--- src/rtl/servisia_scan_pkg.sv ---
// rtl/servisia_scan_pkg.sv - shared types and constants for the servisia scan controller
//
// Purpose: state encoding, default chain/run sizes and a small width helper.
// Ports: none (package).

package servisia_scan_pkg;

  localparam int DEF_CHAIN_LEN = 64;
  localparam int DEF_RUN_W     = 16;

  typedef enum logic [1:0] {
    ST_IDLE  = 2'd0,
    ST_SHIFT = 2'd1,
    ST_RUN   = 2'd2,
    ST_RESP  = 2'd3
  } scan_state_e;

  // The shared counter must hold both CHAIN_LEN-1 and the widest run count.
  function automatic int max2(input int a, input int b);
    return (a > b) ? a : b;
  endfunction

endpackage

--- src/rtl/servisia_scan_cnt.sv ---
// rtl/servisia_scan_cnt.sv - loadable down-counter with zero flag
//
// Purpose: cycle counter shared by the SHIFT and RUN phases.
// Ports:
//   clk_i, rst_ni  clock, asynchronous active-low reset
//   load_i         load load_val_i (has priority over dec_i)
//   load_val_i     value to load
//   dec_i          decrement request; saturates at zero, never wraps
//   zero_o         counter currently equals zero

module servisia_scan_cnt #(
  parameter int W = 16
) (
  input  logic         clk_i,
  input  logic         rst_ni,
  input  logic         load_i,
  input  logic [W-1:0] load_val_i,
  input  logic         dec_i,
  output logic         zero_o
);

  logic [W-1:0] cnt_q;

  always_ff @(posedge clk_i or negedge rst_ni) begin
    if (!rst_ni) begin
      cnt_q <= '0;
    end else if (load_i) begin
      cnt_q <= load_val_i;
    end else if (dec_i && (cnt_q != '0)) begin
      cnt_q <= cnt_q - W'(1);
    end
  end

  assign zero_o = (cnt_q == '0);

endmodule

--- src/rtl/servisia_scan_ctrl.sv ---
// rtl/servisia_scan_ctrl.sv - scan load/unload controller for the servisia chain
//
// Purpose: accepts a pattern, shifts it into the DUT scan chain while capturing
// the previous chain contents, runs the DUT functionally for a requested number
// of cycles, then presents the captured contents as a response.
// Ports:
//   clk_i, rst_ni               clock, asynchronous active-low reset
//   req_valid_i/req_ready_o     request handshake
//   req_data_i                  pattern to load (bit 0 shifted out first)
//   req_run_i                   functional cycles after the load
//   rsp_valid_o/rsp_ready_i     response handshake
//   rsp_data_o                  unloaded chain contents (bit 0 = first received)
//   scan_en_o, scan_d_o         scan enable and serial data toward the DUT chain
//   scan_d_i                    serial data from the DUT chain tail
//   busy_o                      controller not idle

module servisia_scan_ctrl
  import servisia_scan_pkg::*;
#(
  parameter int CHAIN_LEN = DEF_CHAIN_LEN,
  parameter int RUN_W     = DEF_RUN_W
) (
  input  logic                 clk_i,
  input  logic                 rst_ni,
  input  logic                 req_valid_i,
  output logic                 req_ready_o,
  input  logic [CHAIN_LEN-1:0] req_data_i,
  input  logic [RUN_W-1:0]     req_run_i,
  output logic                 rsp_valid_o,
  input  logic                 rsp_ready_i,
  output logic [CHAIN_LEN-1:0] rsp_data_o,
  output logic                 scan_en_o,
  output logic                 scan_d_o,
  input  logic                 scan_d_i,
  output logic                 busy_o
);

  localparam int CNT_W = max2($clog2(CHAIN_LEN), RUN_W);

  scan_state_e          state_q, state_d;
  logic [CHAIN_LEN-1:0] sreg_q;
  logic [RUN_W-1:0]     run_q;

  logic                 accept;
  logic                 shift;
  logic                 cnt_load;
  logic [CNT_W-1:0]     cnt_load_val;
  logic                 cnt_dec;
  logic                 cnt_zero;

  servisia_scan_cnt #(
    .W(CNT_W)
  ) u_cnt (
    .clk_i      (clk_i),
    .rst_ni     (rst_ni),
    .load_i     (cnt_load),
    .load_val_i (cnt_load_val),
    .dec_i      (cnt_dec),
    .zero_o     (cnt_zero)
  );

  always_ff @(posedge clk_i or negedge rst_ni) begin
    if (!rst_ni) begin
      state_q <= ST_IDLE;
    end else begin
      state_q <= state_d;
    end
  end

  // The counter is loaded with N-1 and the phase ends on the edge where it
  // reads zero, so each phase lasts exactly N cycles.
  always_comb begin
    state_d      = state_q;
    accept       = 1'b0;
    shift        = 1'b0;
    cnt_load     = 1'b0;
    cnt_load_val = '0;
    cnt_dec      = 1'b0;
    case (state_q)
      ST_IDLE: begin
        if (req_valid_i) begin
          accept       = 1'b1;
          cnt_load     = 1'b1;
          cnt_load_val = CNT_W'(CHAIN_LEN - 1);
          state_d      = ST_SHIFT;
        end
      end
      ST_SHIFT: begin
        shift = 1'b1;
        if (cnt_zero) begin
          if (run_q != '0) begin
            cnt_load     = 1'b1;
            cnt_load_val = CNT_W'(run_q) - CNT_W'(1);
            state_d      = ST_RUN;
          end else begin
            state_d = ST_RESP;
          end
        end else begin
          cnt_dec = 1'b1;
        end
      end
      ST_RUN: begin
        if (cnt_zero) begin
          state_d = ST_RESP;
        end else begin
          cnt_dec = 1'b1;
        end
      end
      ST_RESP: begin
        if (rsp_ready_i) begin
          state_d = ST_IDLE;
        end
      end
      default: state_d = ST_IDLE;
    endcase
  end

  // The shift register both drives the chain (bit 0 out) and captures the
  // chain tail (into the top bit), so after CHAIN_LEN shifts it holds the old
  // chain contents with the first received bit at position 0.
  always_ff @(posedge clk_i or negedge rst_ni) begin
    if (!rst_ni) begin
      sreg_q <= '0;
      run_q  <= '0;
    end else if (accept) begin
      sreg_q <= req_data_i;
      run_q  <= req_run_i;
    end else if (shift) begin
      sreg_q <= {scan_d_i, sreg_q[CHAIN_LEN-1:1]};
    end
  end

  assign req_ready_o = (state_q == ST_IDLE);
  assign busy_o      = (state_q != ST_IDLE);
  assign scan_en_o   = (state_q == ST_SHIFT);
  assign scan_d_o    = (state_q == ST_SHIFT) ? sreg_q[0] : 1'b0;
  assign rsp_valid_o = (state_q == ST_RESP);
  assign rsp_data_o  = (state_q == ST_RESP) ? sreg_q : '0;

endmodule

--- config.mk ---
export PLATFORM = sky130hd
export DESIGN_NAME = servisia_scan_ctrl
export DESIGN_NICKNAME = d
export VERILOG_FILES = /design/src/rtl/servisia_scan_pkg.sv /design/src/rtl/servisia_scan_cnt.sv /design/src/rtl/servisia_scan_ctrl.sv
export SDC_FILE = /design/constraint.sdc
export NUM_CORES = 1
export LEC_CHECK = 0
export BUFFER_PORTS_ARGS = -buffer_cell sky130_fd_sc_hd__buf_2
export CAP_MARGIN = 20
export CORE_MARGIN = 2
export CORE_UTILIZATION = 35
export CTS_CLUSTER_SIZE = 16
export DETAILED_ROUTE_END_ITERATION = 10
export PLACE_DENSITY = 0.6
export SYNTH_ARGS = -nofsm -noshare
export SYNTH_HDL_FRONTEND = slang
export SYNTH_SLANG_ARGS = --single-unit
--- constraint.sdc ---
create_clock -name clk_i -period 2.3 [get_ports clk_i]
set_input_delay 0 -clock clk_i [delete_from_list [all_inputs] [get_ports clk_i]]
set_output_delay 0 -clock clk_i [all_outputs]
set_load 0.02 [all_outputs]
; Word-level counts from Yosys, hierarchy flattened
; Cells that the tools add are included.
[totals]
regBits = 98
output_inout_bits = 69
[classes]
addsub = 2
n_eq_ne = 7
mux = 24
n_reduce_logical = 10
[op_table]
columns = op, count
row1 = $mux W64, 3
row2 = $mux W16, 4
row3 = $pmux W16 S2, 1
row4 = $reduce_bool A16 Y1, 2
row5 = $sub A16 B1 Y16 const B, 2
row6 = $logic_not A16 Y1, 1
row7 = $mux W1, 9
row8 = $mux W2, 4
row9 = $pmux W2 S4, 1
row10 = $mux W6, 1
row11 = $reduce_bool A2 Y1, 3
row12 = $eq A2 B2 Y1 const B, 2
row13 = $ne A2 B1 Y1 const B, 2
row14 = $ne A2 B2 Y1 const B, 2
row15 = $reduce_and A4 Y1, 1
row16 = $eq A2 B1 Y1 const B, 1
row17 = $logic_not A2 Y1, 1
row18 = $pmux W1 S2, 1
row19 = $reduce_or A2 Y1, 1
row20 = $logic_and A1 B1 Y1, 1

; Longest topological paths before layout
[depth]
depth_word = 6
depth_mapped = 8
mapped_depth_nobuf = 7

; Modules after synthesis
; Synthesis repeated with hierarchy kept, for this count alone.
[hier_totals]
hier_cells = 596
area_unflattened_um2 = 5632.9
[by_module_without_submodules]
columns = mod, n_inst, cells_each, area_each_um2, seq_area_each_um2
row1 = servisia_scan_ctrl, 1, 472, 4569.4, 2052.0
row2 = servisia_scan_cnt, 1, 124, 1063.5, 400.4

; Worst setup path after synthesis
; Ideal clock, no wire load.
[synth_path]
path_type = flip-flop to flip-flop
startpoint = reg state_q[0]
endpoint = reg u_cnt.cnt_q[13]
arrival_time_ps = 1992
required_time_ps = 2165
path_slack_ps = 173
stages_incl_launch_ff = 8
path_buffers = 3
synth_period_minus_slack_ps = 2127
cell_sequence = dfrtp_1 > inv_1 > ha_1 > and2_1 > clkbuf_1 > clkbuf_1 > clkbuf_1 > o22ai_1
[synth_lines]
columns = item, line_no
row1 = "start, declared", servisia_scan_ctrl.sv:40  ; scan_state_e state_q, state_d;
row2 = "start signal, assigned", servisia_scan_ctrl.sv:66  ; state_q <= state_d;
row3 = $logic_not A2 Y1 (*), n/a
row4 = via req_ready_o, servisia_scan_ctrl.sv:26  ; output logic req_ready_o,
row5 = $pmux W16 S2 / $pmux W1 S2 (equally long branches), servisia_scan_ctrl.sv:79  ; case (state_q)
row6 = $mux W16 / $reduce_bool A2 Y1 (equally long branches), n/a
row7 = "end signal, assigned", servisia_scan_cnt.sv:28  ; cnt_q <= load_val_i;
row8 = "end signal, assigned", servisia_scan_cnt.sv:30  ; cnt_q <= cnt_q - W'(1);
row9 = "end, declared", servisia_scan_cnt.sv:22  ; logic [W-1:0] cnt_q;
; The timed path passes the listed nets; every way through them passes the cells marked *.
; A chain may end at the register's enable or synchronous reset.

; Worst setup path after layout
[layout_path]
startpoint = reg state_q[1]
endpoint = reg sreg_q[63]
[layout_via]
elab_chain_cells = 3
[layout_rtl]
columns = item, line_no
row1 = $eq A2 B1 Y1 / $logic_not A2 Y1 (equally long branches), servisia_scan_ctrl.sv:79
row2 = $mux W1, servisia_scan_ctrl.sv:79
row3 = $reduce_bool A2 Y1 (no line) / $mux W64 (equally long branches), n/a
row4 = "end signal, assigned", servisia_scan_ctrl.sv:126  ; sreg_q <= req_data_i;
row5 = "end signal, assigned", servisia_scan_ctrl.sv:129  ; sreg_q <= {scan_d_i, sreg_q[CHAIN_LEN-1:1]};
row6 = "end, declared", servisia_scan_ctrl.sv:41  ; logic [CHAIN_LEN-1:0] sreg_q;
; Several ways; a longest one is shown, not always the timed one.

==> flow_metrics.tcl <==
set metrics [dict create \
    htree_levels 3 \
    slew_headroom 0.563 \
    fin_util 0.505 \
    grt-ovfl-total 0 \
    synth_compound_area_frac 0.0983 \
    cp_max_fo 87 \
    seqPwrFrac 0.471 \
    cts_buffers 9 \
    antenna_found_initial 1 \
    finalNonFillerCells 1003 \
    syn-cell-area_um2 5440 \
    yosysUniqueCellTypes 50 \
    die_w_um 129 \
    pwr-share-comb 0.061 \
    p_sw_mw 0.745 \
    postRouteAntennaNets 0 \
    fill_cells 1372 \
    synthAdderAreaFrac 0.0184 \
    synth-simple-area-share 0.249 \
    maxSlewViolCount 0 \
    finalClockSkew_ns 0.00433 \
    fin_ws_ns 0.176 \
    hold_path.class "input pin to flip-flop" \
    drc_errors 0 \
    start_util 0.358 \
    critPathKind "flip-flop to flip-flop" \
    core.rowCount 45 \
    synthFlopType "dfrtp_1" \
    fmax_ghz 0.471 \
    setup_tns_ns 0 \
    synth_edf_count 0 \
    grtUsageTotal 0.178 \
    critical_path.cell_chain "inv_1 -> ha_2 -> and2_4 -> buf_16 -> o21ai_0 -> dlygate4sd3_1" \
    cp-end-kind "flip-flop" \
    synth_cells 587 \
    synth_top_family_by_area "simple AND/OR/NAND/NOR gates" \
    gp_congestion 0.792 \
    async_reset_ff_frac 1.00 \
    drt_wl_total_um 15000 \
    internal_power_mw 2.91 \
    preCtsSetupSlack_ns 0.0956 \
    p_leak_nw 3.17 \
    fin_crit_ns 2.12 \
    cts.clk_slew.worst_paths_ns 0.07 \
    dieArea_um2 16500 \
    ir_drop_mv 0.464 \
    final_common_cell "buf_2" \
    drt_pass1_iterations 4 \
    cp.required_ns 2.53 \
    clkPwrFrac 0.467 \
    die_y_um 129 \
    finalHoldViolCount 0 \
    syn_to_final_growth_pct 41.2 \
    fin_hold_ws_ns 0.160 \
    switching_share 0.204 \
    power.density_nw_per_um2 476 \
    io_pins 154 \
    final_area_um2 7670 \
    clock_sinks 98 \
    tightest_slew_ns 0.656 \
    seq_area_frac_synth 0.451 \
    drv_cap 0 \
    coreArea_um2 15200 \
    grt_pass1_wl_um 23600 \
    fin_crit_sh 0.924 \
    seqCellArea_um2 2450 \
    dr.first_iter.drc_count 224 \
    clockBufferDepth 2 \
    synth_xor_area_frac 0.0306 \
    status "complete, no violations" \
    cp_slowest_stage_delay_ns 0.58 \
    synth-seq-cells 98 \
    nNetsFinal 902 \
    clk_latency_ns 0.35 \
    multiInputGateArea_um2 2850 \
    synth_top_area_share 0.451 \
    rsz0062_at_grt "false" \
    placed_area_um2 6450 \
    yosys_warnings 0 \
    vias 4961 \
    grt_max_degree 88 \
    avgSynthCellArea_um2 9.26 \
    setup_viol 0 \
    crit_slowest_cell "dlygate4sd3_1" \
    root_buffer "clkbuf_16" \
    drive_above_1_share 0.246 \
    io_buffers 153 \
    grt_pass1_vias 4815 \
    layout_common_cells "buf_2 (152), nand2_1 (120), dfrtp_1 (98)" \
    power.total_mw 3.65 \
    dp_hpwl_um 9520 \
    cp.arrival_ns 2.36 \
    dp_cells 902 \
    wl_per_cell_um 14.9 \
    start_kind "flip-flop" \
    syn_nets 680 \
    ys_top_cells_by_area "dfrtp_1 (45%), mux2i_1 (12%), nand2_1 (8.3%)" \
    tritoncts "done" \
    synth_top_area_cell "dfrtp_1" \
    viasPerCell 4.95 \
    synthMuxAreaShare 0.122 \
]
==> routing by layer <==
layer  GRT usage  part of all wire
met2       0.292              0.48
met5           0                 0
met3      0.0391             0.037
met1       0.230              0.46
met4      0.0710             0.022
==> final cells by class <==
type / count / area share
multi-input cells: 445 / 0.371
flip-flops and latches: 98 / 0.320
repair buffers: 248 / 0.231
clock buffers: 12 / 0.0347
well taps: 188 / 0.0306
clock inverters: 4 / 0.00946
inverters: 7 / 0.00342
diodes: 1 / 0.000326
==> critical path: cells and delay by family, from the launching register on <==
kind            cells  cell delay (ns)
simple gates        1             0.21
buf+inv             3             0.93
fa+ha+maj           1             0.26
compound gates      1             0.14
flops               1             0.42
==> state kept, by name, indices dropped and copies added (netlist names) <==
register	count
sreg_q	64
state_q	2
u_cnt.cnt_q	16
run_q	16
==> power by group through the flow <==
| stage | combinational (mW) | clock [mW] | sequential [mW] |
|---|---|---|---|
| final | 0.224 | 1.71 | 1.72 |
| after global routing | 0.244 | 1.84 | 1.72 |
| after CTS | 0.224 | 1.77 | 1.72 |
| after detailed placement | 0.118 | 0 | 1.76 |
| after global placement | 0.116 | 0 | 1.76 |
| after floorplan | 0.00208 | 0 | 1.76 |
==> Yosys cell counts (2+ instances only) <==
library cell / number
ha_1: 8
clkbuf_1: 31
inv_1: 7
nor3_1: 9
and2_1: 68
nand2_1: 120
o21ai_0: 69
a31oi_1: 2
or3_1: 3
nand4b_1: 2
nor4_4: 2
a22o_1: 2
nor4_2: 2
nor3b_1: 2
o22ai_1: 6
dfrtp_1: 98
xor2_1: 10
nor4_1: 8
a21oi_1: 2
nand3_1: 9
mux2i_1: 65
nor2_1: 10
xnor2_1: 9
buf_2: 4
o21ai_1: 6
nand3b_1: 4
buf_1: 2
o31a_1: 3
nand2b_1: 3
==> cell families after synthesis <==
family | Yosys count
adders and majority gates | 8
muxes | 66
buffers and inverters | 44
and+or+nand+nor | 256
DFF | 98
xor gates and xnor gates | 19
AOI/OAI and AO/OA | 96
==> final timing paths <==
| check | startpoint | endpoint | slack (ns) | cells past startpoint |
|---|---|---|---|---|
| min reg2reg | u_cnt.cnt_q[14] | u_cnt.cnt_q[14] | 0.56 | 1 |
| max in group asynchronous | rst_ni | sreg_q[31] | 1.41 | 3 |
| min | req_valid_i | u_cnt.cnt_q[0] | 0.16 | 4 |
| min in group asynchronous | rst_ni | sreg_q[46] | 0.21 | 2 |
| max | state_q[1] | sreg_q[63] | 0.18 | 6 |
| max reg2reg | state_q[1] | sreg_q[63] | 0.18 | 6 |
==> repair_timing <==
item	in CTS	in global routing
gates resized for setup	0	6
endpoints found under the setup margin	0	9
buffers inserted	0	1
hold endpoints to repair	127	0
hold buffers	82	0
No activity file was read; power rests on OpenSTA's default activity.
